File: src/rtl/iir_fixpt_pkg.sv
// Shared fixed-point helpers for the IIR datapath (adder nodes and
// requantizers).
//   - Default word/fraction widths of the internal accumulator format and
//     the external sample format.
//   - fx_round_shr : right shift with round-to-nearest, ties toward +inf.
//   - fx_sat_narrow: clamp a value to a signed out_w-bit range and flag
//     whether clamping happened.
// Both helpers work on a FX_W-bit signed container. Callers sign-extend into
// it and slice the result back out.
package iir_fixpt_pkg;

  localparam int unsigned IIR_ACC_W    = 36;
  localparam int unsigned IIR_ACC_FRAC = 27;
  localparam int unsigned IIR_SMP_W    = 16;
  localparam int unsigned IIR_SMP_FRAC = 14;
  localparam int unsigned IIR_CNT_W    = 16;
  localparam int unsigned FX_W         = 64;

  typedef logic signed [FX_W-1:0] fx_t;

  typedef struct packed {
    logic sat;
    fx_t  val;
  } sat_res_t;

  // Shifts right by sh-1 first. The LSB that remains is the rounding bit
  // (weight 0.5 output LSB), and one more shift gives the floor.
  function automatic fx_t fx_round_shr(input fx_t x, input int unsigned sh);
    fx_t h;
    h = x >>> (sh - 1);
    return (h >>> 1) + fx_t'({{(FX_W-1){1'b0}}, h[0]});
  endfunction

  function automatic sat_res_t fx_sat_narrow(input fx_t r, input int unsigned out_w);
    fx_t      hi;
    fx_t      lo;
    sat_res_t res;
    hi = (fx_t'(1) <<< (out_w - 1)) - fx_t'(1);
    lo = ~hi;
    if (r > hi) begin
      res.sat = 1'b1;
      res.val = hi;
    end else if (r < lo) begin
      res.sat = 1'b1;
      res.val = lo;
    end else begin
      res.sat = 1'b0;
      res.val = r;
    end
    return res;
  endfunction

endpackage

File: src/rtl/iir_sat_counter.sv
// Saturating event counter with a sticky flag.
//   clk, reset : clock, async active-high reset
//   i_enb      : clock enable; all state holds when low
//   i_clr      : synchronous clear of count and sticky; wins over i_inc
//   i_inc      : count one event; the count stops at all-ones
//   o_count    : event count
//   o_sticky   : set by the first event, held until cleared
module iir_sat_counter #(
  parameter int CNT_W = 16
) (
  input  logic             clk,
  input  logic             reset,
  input  logic             i_enb,
  input  logic             i_clr,
  input  logic             i_inc,
  output logic [CNT_W-1:0] o_count,
  output logic             o_sticky
);

  logic [CNT_W-1:0] r_count;
  logic             r_sticky;

  always_ff @(posedge clk or posedge reset) begin
    if (reset) begin
      r_count  <= '0;
      r_sticky <= 1'b0;
    end else if (i_enb) begin
      if (i_clr) begin
        r_count  <= '0;
        r_sticky <= 1'b0;
      end else if (i_inc) begin
        if (r_count != '1) r_count <= r_count + CNT_W'(1);
        r_sticky <= 1'b1;
      end
    end
  end

  assign o_count  = r_count;
  assign o_sticky = r_sticky;

endmodule

File: src/rtl/iir_out_requant.sv
// Output requantizer: narrows the wide accumulator word (sfixIN_W_EnIN_FRAC)
// to the external sample format (sfixOUT_W_EnOUT_FRAC). It rounds to
// nearest with ties toward +inf, then saturates. The datapath is a 2-stage
// valid/ready pipeline with a saturation counter and a sticky flag.
//   clk, reset          : clock, async active-high reset
//   enb                 : clock enable; freezes state and handshakes
//   in_data/in_valid/in_ready    : input stream
//   out_data/out_valid/out_ready : output stream
//   out_sat             : delivered sample was clamped
//   sat_count/sat_sticky: saturated deliveries; sat_clr clears both
module iir_out_requant
  import iir_fixpt_pkg::*;
#(
  parameter int IN_W     = IIR_ACC_W,
  parameter int IN_FRAC  = IIR_ACC_FRAC,
  parameter int OUT_W    = IIR_SMP_W,
  parameter int OUT_FRAC = IIR_SMP_FRAC,
  parameter int CNT_W    = IIR_CNT_W
) (
  input  logic                    clk,
  input  logic                    reset,
  input  logic                    enb,
  input  logic signed [IN_W-1:0]  in_data,
  input  logic                    in_valid,
  output logic                    in_ready,
  output logic signed [OUT_W-1:0] out_data,
  output logic                    out_valid,
  input  logic                    out_ready,
  output logic                    out_sat,
  output logic [CNT_W-1:0]        sat_count,
  output logic                    sat_sticky,
  input  logic                    sat_clr
);

  localparam int SH = IN_FRAC - OUT_FRAC;
  // One bit wider than the shifted input, so the rounding carry cannot wrap.
  localparam int RW = IN_W + 1 - SH;

  if (SH < 1) begin : g_bad_shift
    $fatal(1, "iir_out_requant: IN_FRAC must exceed OUT_FRAC");
  end
  if ((IN_W - IN_FRAC) < (OUT_W - OUT_FRAC)) begin : g_bad_int
    $fatal(1, "iir_out_requant: input integer bits narrower than output");
  end
  if (IN_W >= int'(FX_W)) begin : g_bad_width
    $fatal(1, "iir_out_requant: IN_W exceeds helper container width");
  end

  fx_t      w_in_ext;
  fx_t      w_round;
  fx_t      w_s1_ext;
  sat_res_t w_sat;
  logic     w_adv1;
  logic     w_adv2;
  logic     w_out_xfer;
  // Upper container bits are only sign copies at this point.
  logic [FX_W-RW-1:0]    w_unused_rnd_hi;
  logic [FX_W-OUT_W-1:0] w_unused_sat_hi;

  logic                    r_s1_valid;
  logic signed [RW-1:0]    r_s1_data;
  logic                    r_s2_valid;
  logic signed [OUT_W-1:0] r_out_data;
  logic                    r_out_sat;

  always_comb begin
    w_in_ext        = {{(FX_W-IN_W){in_data[IN_W-1]}}, in_data};
    w_round         = fx_round_shr(w_in_ext, SH);
    w_unused_rnd_hi = w_round[FX_W-1:RW];
    w_s1_ext        = {{(FX_W-RW){r_s1_data[RW-1]}}, r_s1_data};
    w_sat           = fx_sat_narrow(w_s1_ext, OUT_W);
    w_unused_sat_hi = w_sat.val[FX_W-1:OUT_W];
  end

  assign w_adv2     = !r_s2_valid || out_ready;
  assign w_adv1     = !r_s1_valid || w_adv2;
  assign in_ready   = w_adv1 && enb;
  assign w_out_xfer = enb && r_s2_valid && out_ready;

  always_ff @(posedge clk or posedge reset) begin
    if (reset) begin
      r_s1_valid <= 1'b0;
      r_s1_data  <= '0;
      r_s2_valid <= 1'b0;
      r_out_data <= '0;
      r_out_sat  <= 1'b0;
    end else if (enb) begin
      if (w_adv1) begin
        r_s1_valid <= in_valid;
        if (in_valid) r_s1_data <= w_round[RW-1:0];
      end
      if (w_adv2) begin
        r_s2_valid <= r_s1_valid;
        if (r_s1_valid) begin
          r_out_data <= w_sat.val[OUT_W-1:0];
          r_out_sat  <= w_sat.sat;
        end
      end
    end
  end

  assign out_data  = r_out_data;
  assign out_valid = r_s2_valid;
  assign out_sat   = r_out_sat;

  iir_sat_counter #(
    .CNT_W(CNT_W)
  ) u_sat_counter (
    .clk      (clk),
    .reset    (reset),
    .i_enb    (enb),
    .i_clr    (sat_clr),
    .i_inc    (w_out_xfer && r_out_sat),
    .o_count  (sat_count),
    .o_sticky (sat_sticky)
  );

endmodule

File: config.mk
export PLATFORM = sky130hd
export DESIGN_NAME = iir_out_requant
export DESIGN_NICKNAME = d
export VERILOG_FILES = /design/src/rtl/iir_fixpt_pkg.sv /design/src/rtl/iir_sat_counter.sv /design/src/rtl/iir_out_requant.sv
export SDC_FILE = /design/constraint.sdc
export NUM_CORES = 1
export LEC_CHECK = 0
export CAP_MARGIN = 25
export CORE_UTILIZATION = 40
export CTS_CLUSTER_SIZE = 40
export DETAILED_ROUTE_END_ITERATION = 6
export PLACE_DENSITY = 0.69
export SLEW_MARGIN = 30
export SYNTH_ARGS = -nofsm -noshare
export SYNTH_HDL_FRONTEND = slang
export SYNTH_SLANG_ARGS = --single-unit
File: constraint.sdc
create_clock -name clk -period 2 [get_ports clk]
set_input_delay 0.3 -clock clk [delete_from_list [all_inputs] [get_ports clk]]
set_output_delay 0.3 -clock clk [all_outputs]
set_load 0.03 [all_outputs]
==> flow_summary.yaml <==
logic_synthesis:
  async_reset_ff_frac: 1.00
  ys_seq_area_frac: 0.466
  ys_types: 47
  synth-edff-count: 0
  synthesis.instances: 360
  synth_warnings: 0
  synth_seq_cells: 60
  ys.flop_type: "dfrtp_1"
  synth_nets: 405
  synth_area_mm2: 0.00322
  syn_area_per_cell_um2: 8.94
sta:
  final-max-slew-violation-count: 0
  slew_headroom: 0.709
  fin_skew_ps: 9.36
  fin_crit_sh: 0.956
  worst_pin_slew_ps: 431
  holdWs_ps: 289
  rsz0062_at_grt: "true"
  finalHoldViolCount: 0
  fin_crit_ps: 1910
  fmax_mhz: 523
  setup_viol: 0
power_and_ir_drop:
  ir_drop_mv: 0.327
  pwr-share-seq: 0.404
  p_switching_mw: 1.25
  intPower_mw: 2.66
  p_leak_nw: 1.84
  p_sw_frac: 0.320
  powerDensity_mw_per_mm2: 872
  power_frac_clock: 0.305
  power_frac_comb: 0.292
place:
  place_hpwl_um: 5960
  portBuffers: 65
  place_inst: 554
  place_congestion: 0.875
  postPlaceCellArea_mm2: 0.00426
layout:
  layout_common_cells: "clkdlybuf4s50_1, o21ai_0, dfrtp_1"
  multi_input_area_mm2: 0.00162
  antenna_cells: 0
  filler_cell_count: 701
  area.growth.synth_to_final_pct: 39.5
  seq_area_mm2: 0.00150
  final_common_cell: "clkdlybuf4s50_1"
  instances_no_fill: 570
  final_area_mm2: 0.00449
  nNetsFinal: 508
  drive_gt1_frac: 0.156
setup_path:
  cp_cell_sequence: "clkdlybuf4s50_1 > ha_2 > ha_2 > nand2_1 > or4_4 > or3_1 > a31oi_1"
  cpMostUsedCell: "ha_2"
  worstPathRequired_ps: 2260
  worst-path-max-fanout: 10
  max_stage_delay_ps: 480
  critPathBufInv: 1
  crit_family: "simple AND/OR/NAND/NOR gates"
  slowest_stage: "or4_4"
  arrival_ps: 2170
  cp-start-kind: "input pin"
  crit_type: "input pin to flop"
  end_kind: "flop"
job:
  max_cap_violations: 0
clock_tree:
  clkLatencyLatePin_ps: 340
  cts_max_level: 3
  cts_hold_buf: 0
  cts_tree: "yes"
  cts_buffer_depth: 2
  postCtsSetupRepairBufs: 0
  path_clk_slew_ps: 70
  root_buffer: "clkbuf_8"
  cts_buffers: 9
  clock_sinks: 60
detailed_routing:
  routed_via_density: 5.37
  antenna_left: 0
  first_iter_violations: 158
  wl_per_cell_um: 13.7
  first_pass_iters: 4
  route.detailed.drc: 0
  drt-total-wl_um: 7790
  vias: 3060
global_routing:
  grt_pass1_wl_um: 13300
  grt_overflow: 0
  antenna_found_initial: 0
  grtUsageTotal: 0.200
  grt_pass1_vias: 2894
  grt_max_degree: 34
floorplan:
  start_util: 0.414
  core_mm2: 0.00777
  die_x_um: 91.7
  dieArea_mm2: 0.00841
  die_h_um: 91.7
  rows: 32
  pin_count: 78
min_path:
  hp-class: "input pin to asynchronous set/reset pin"
status:
  status: "completed"
per-stage QoR:
stage	util	setup slack (ps)	TNS, ps	total power, mW
CTS	0.577	42.0	0	3.96
detailed placement	0.549	-424	-3730	2.76
global route	0.578	-1.24	-1.24	4.13
floorplan	-	-1.26	-1.26	2.20
global placement	0.549	-363	-3030	2.73
finish	0.578	87.3	0	3.92
logic make-up after synthesis:
| family | Yosys count | synth area share |
|---|---|---|
| multiplexers | 3 | 0.00972 |
| XOR/XNOR | 11 | 0.0299 |
| AO/OA/AOI/OAI | 102 | 0.184 |
| adder cells (fa/ha/maj) | 3 | 0.0117 |
| buffers and inverters | 23 | 0.0361 |
| AND/OR/NAND/NOR | 158 | 0.262 |
| flip-flops | 60 | 0.466 |
Yosys cell counts, types with 3 or more instances:
cell type / instances / share of area
nor4_1: 4 / 0.0078
dfrtp_1: 60 / 0.47
nand4_1: 11 / 0.021
nor3_1: 4 / 0.0062
nand2b_1: 6 / 0.012
or3_1: 11 / 0.021
and3_1: 6 / 0.012
nand3_1: 20 / 0.031
and4_1: 5 / 0.014
xnor2_1: 6 / 0.016
and2_1: 6 / 0.012
nand2_1: 51 / 0.059
inv_1: 6 / 0.0070
clkbuf_1: 12 / 0.014
or4_1: 5 / 0.012
o41ai_1: 3 / 0.0082
ha_1: 3 / 0.012
xor2_1: 5 / 0.014
o211ai_1: 3 / 0.0070
o31ai_1: 8 / 0.019
a21oi_1: 6 / 0.0093
o21ai_0: 61 / 0.095
nor2_1: 15 / 0.017
nand4b_1: 3 / 0.0082
a31oi_1: 13 / 0.025
per-layer routing:
| layer | global-route usage | up-vias | wire length [µm] |
|---|---|---|---|
| met5 | 0 | - | 0 |
| met4 | 0.103 | 0 | 178 |
| met2 | 0.328 | 96 | 3860 |
| met1 | 0.253 | 1406 | 3410 |
| li1 | - | 1542 | - |
| met3 | 0.0348 | 16 | 341 |
path summary, 6_finish.rpt:
kind	from	to	slack, ps	depth (start not counted)
worst max register to register	u_sat_counter.o_count[0]	u_sat_counter.o_count[14]	100	5
worst min register to register	r_s1_data[11]	r_s1_data[11]	470	2
worst max-delay path	in_data[13]	r_s1_data[18]	90	7
max in group asynchronous	reset	r_s1_data[6]	1200	3
worst min-delay path	reset	u_sat_counter.o_count[3]	290	2
min in group clk	r_s1_data[11]	r_s1_data[11]	470	2
registers in the layout, indices dropped and copies added (netlist names):
name,cells
out_data,16
out_sat,1
out_valid,1
r_s1_data,24
r_s1_valid,1
u_sat_counter.o_count,16
u_sat_counter.o_sticky,1
final cells by class:
cell class	count	share of cell area
flip-flops and latches	60	0.335
clock buffers	11	0.0315
multi-input cells	277	0.360
repair buffers	109	0.223
inverters	6	0.00502
well taps	102	0.0284
clock inverters	5	0.0167
timing repair:
action	4_1_cts	5_1_grt
gates resized for setup	1	2
setup endpoints to repair	4	9
pin swaps	0	5
power by group through the flow:
stage | registers, mW | logic [mW] | clock network (mW)
global route | 1.61 | 1.25 | 1.27
floorplan | 1.86 | 0.343 | 0
CTS | 1.58 | 1.15 | 1.22
global placement | 1.60 | 1.14 | 0
finish | 1.58 | 1.14 | 1.19
detailed placement | 1.61 | 1.15 | 0
Power figures use the tool's default switching activity.
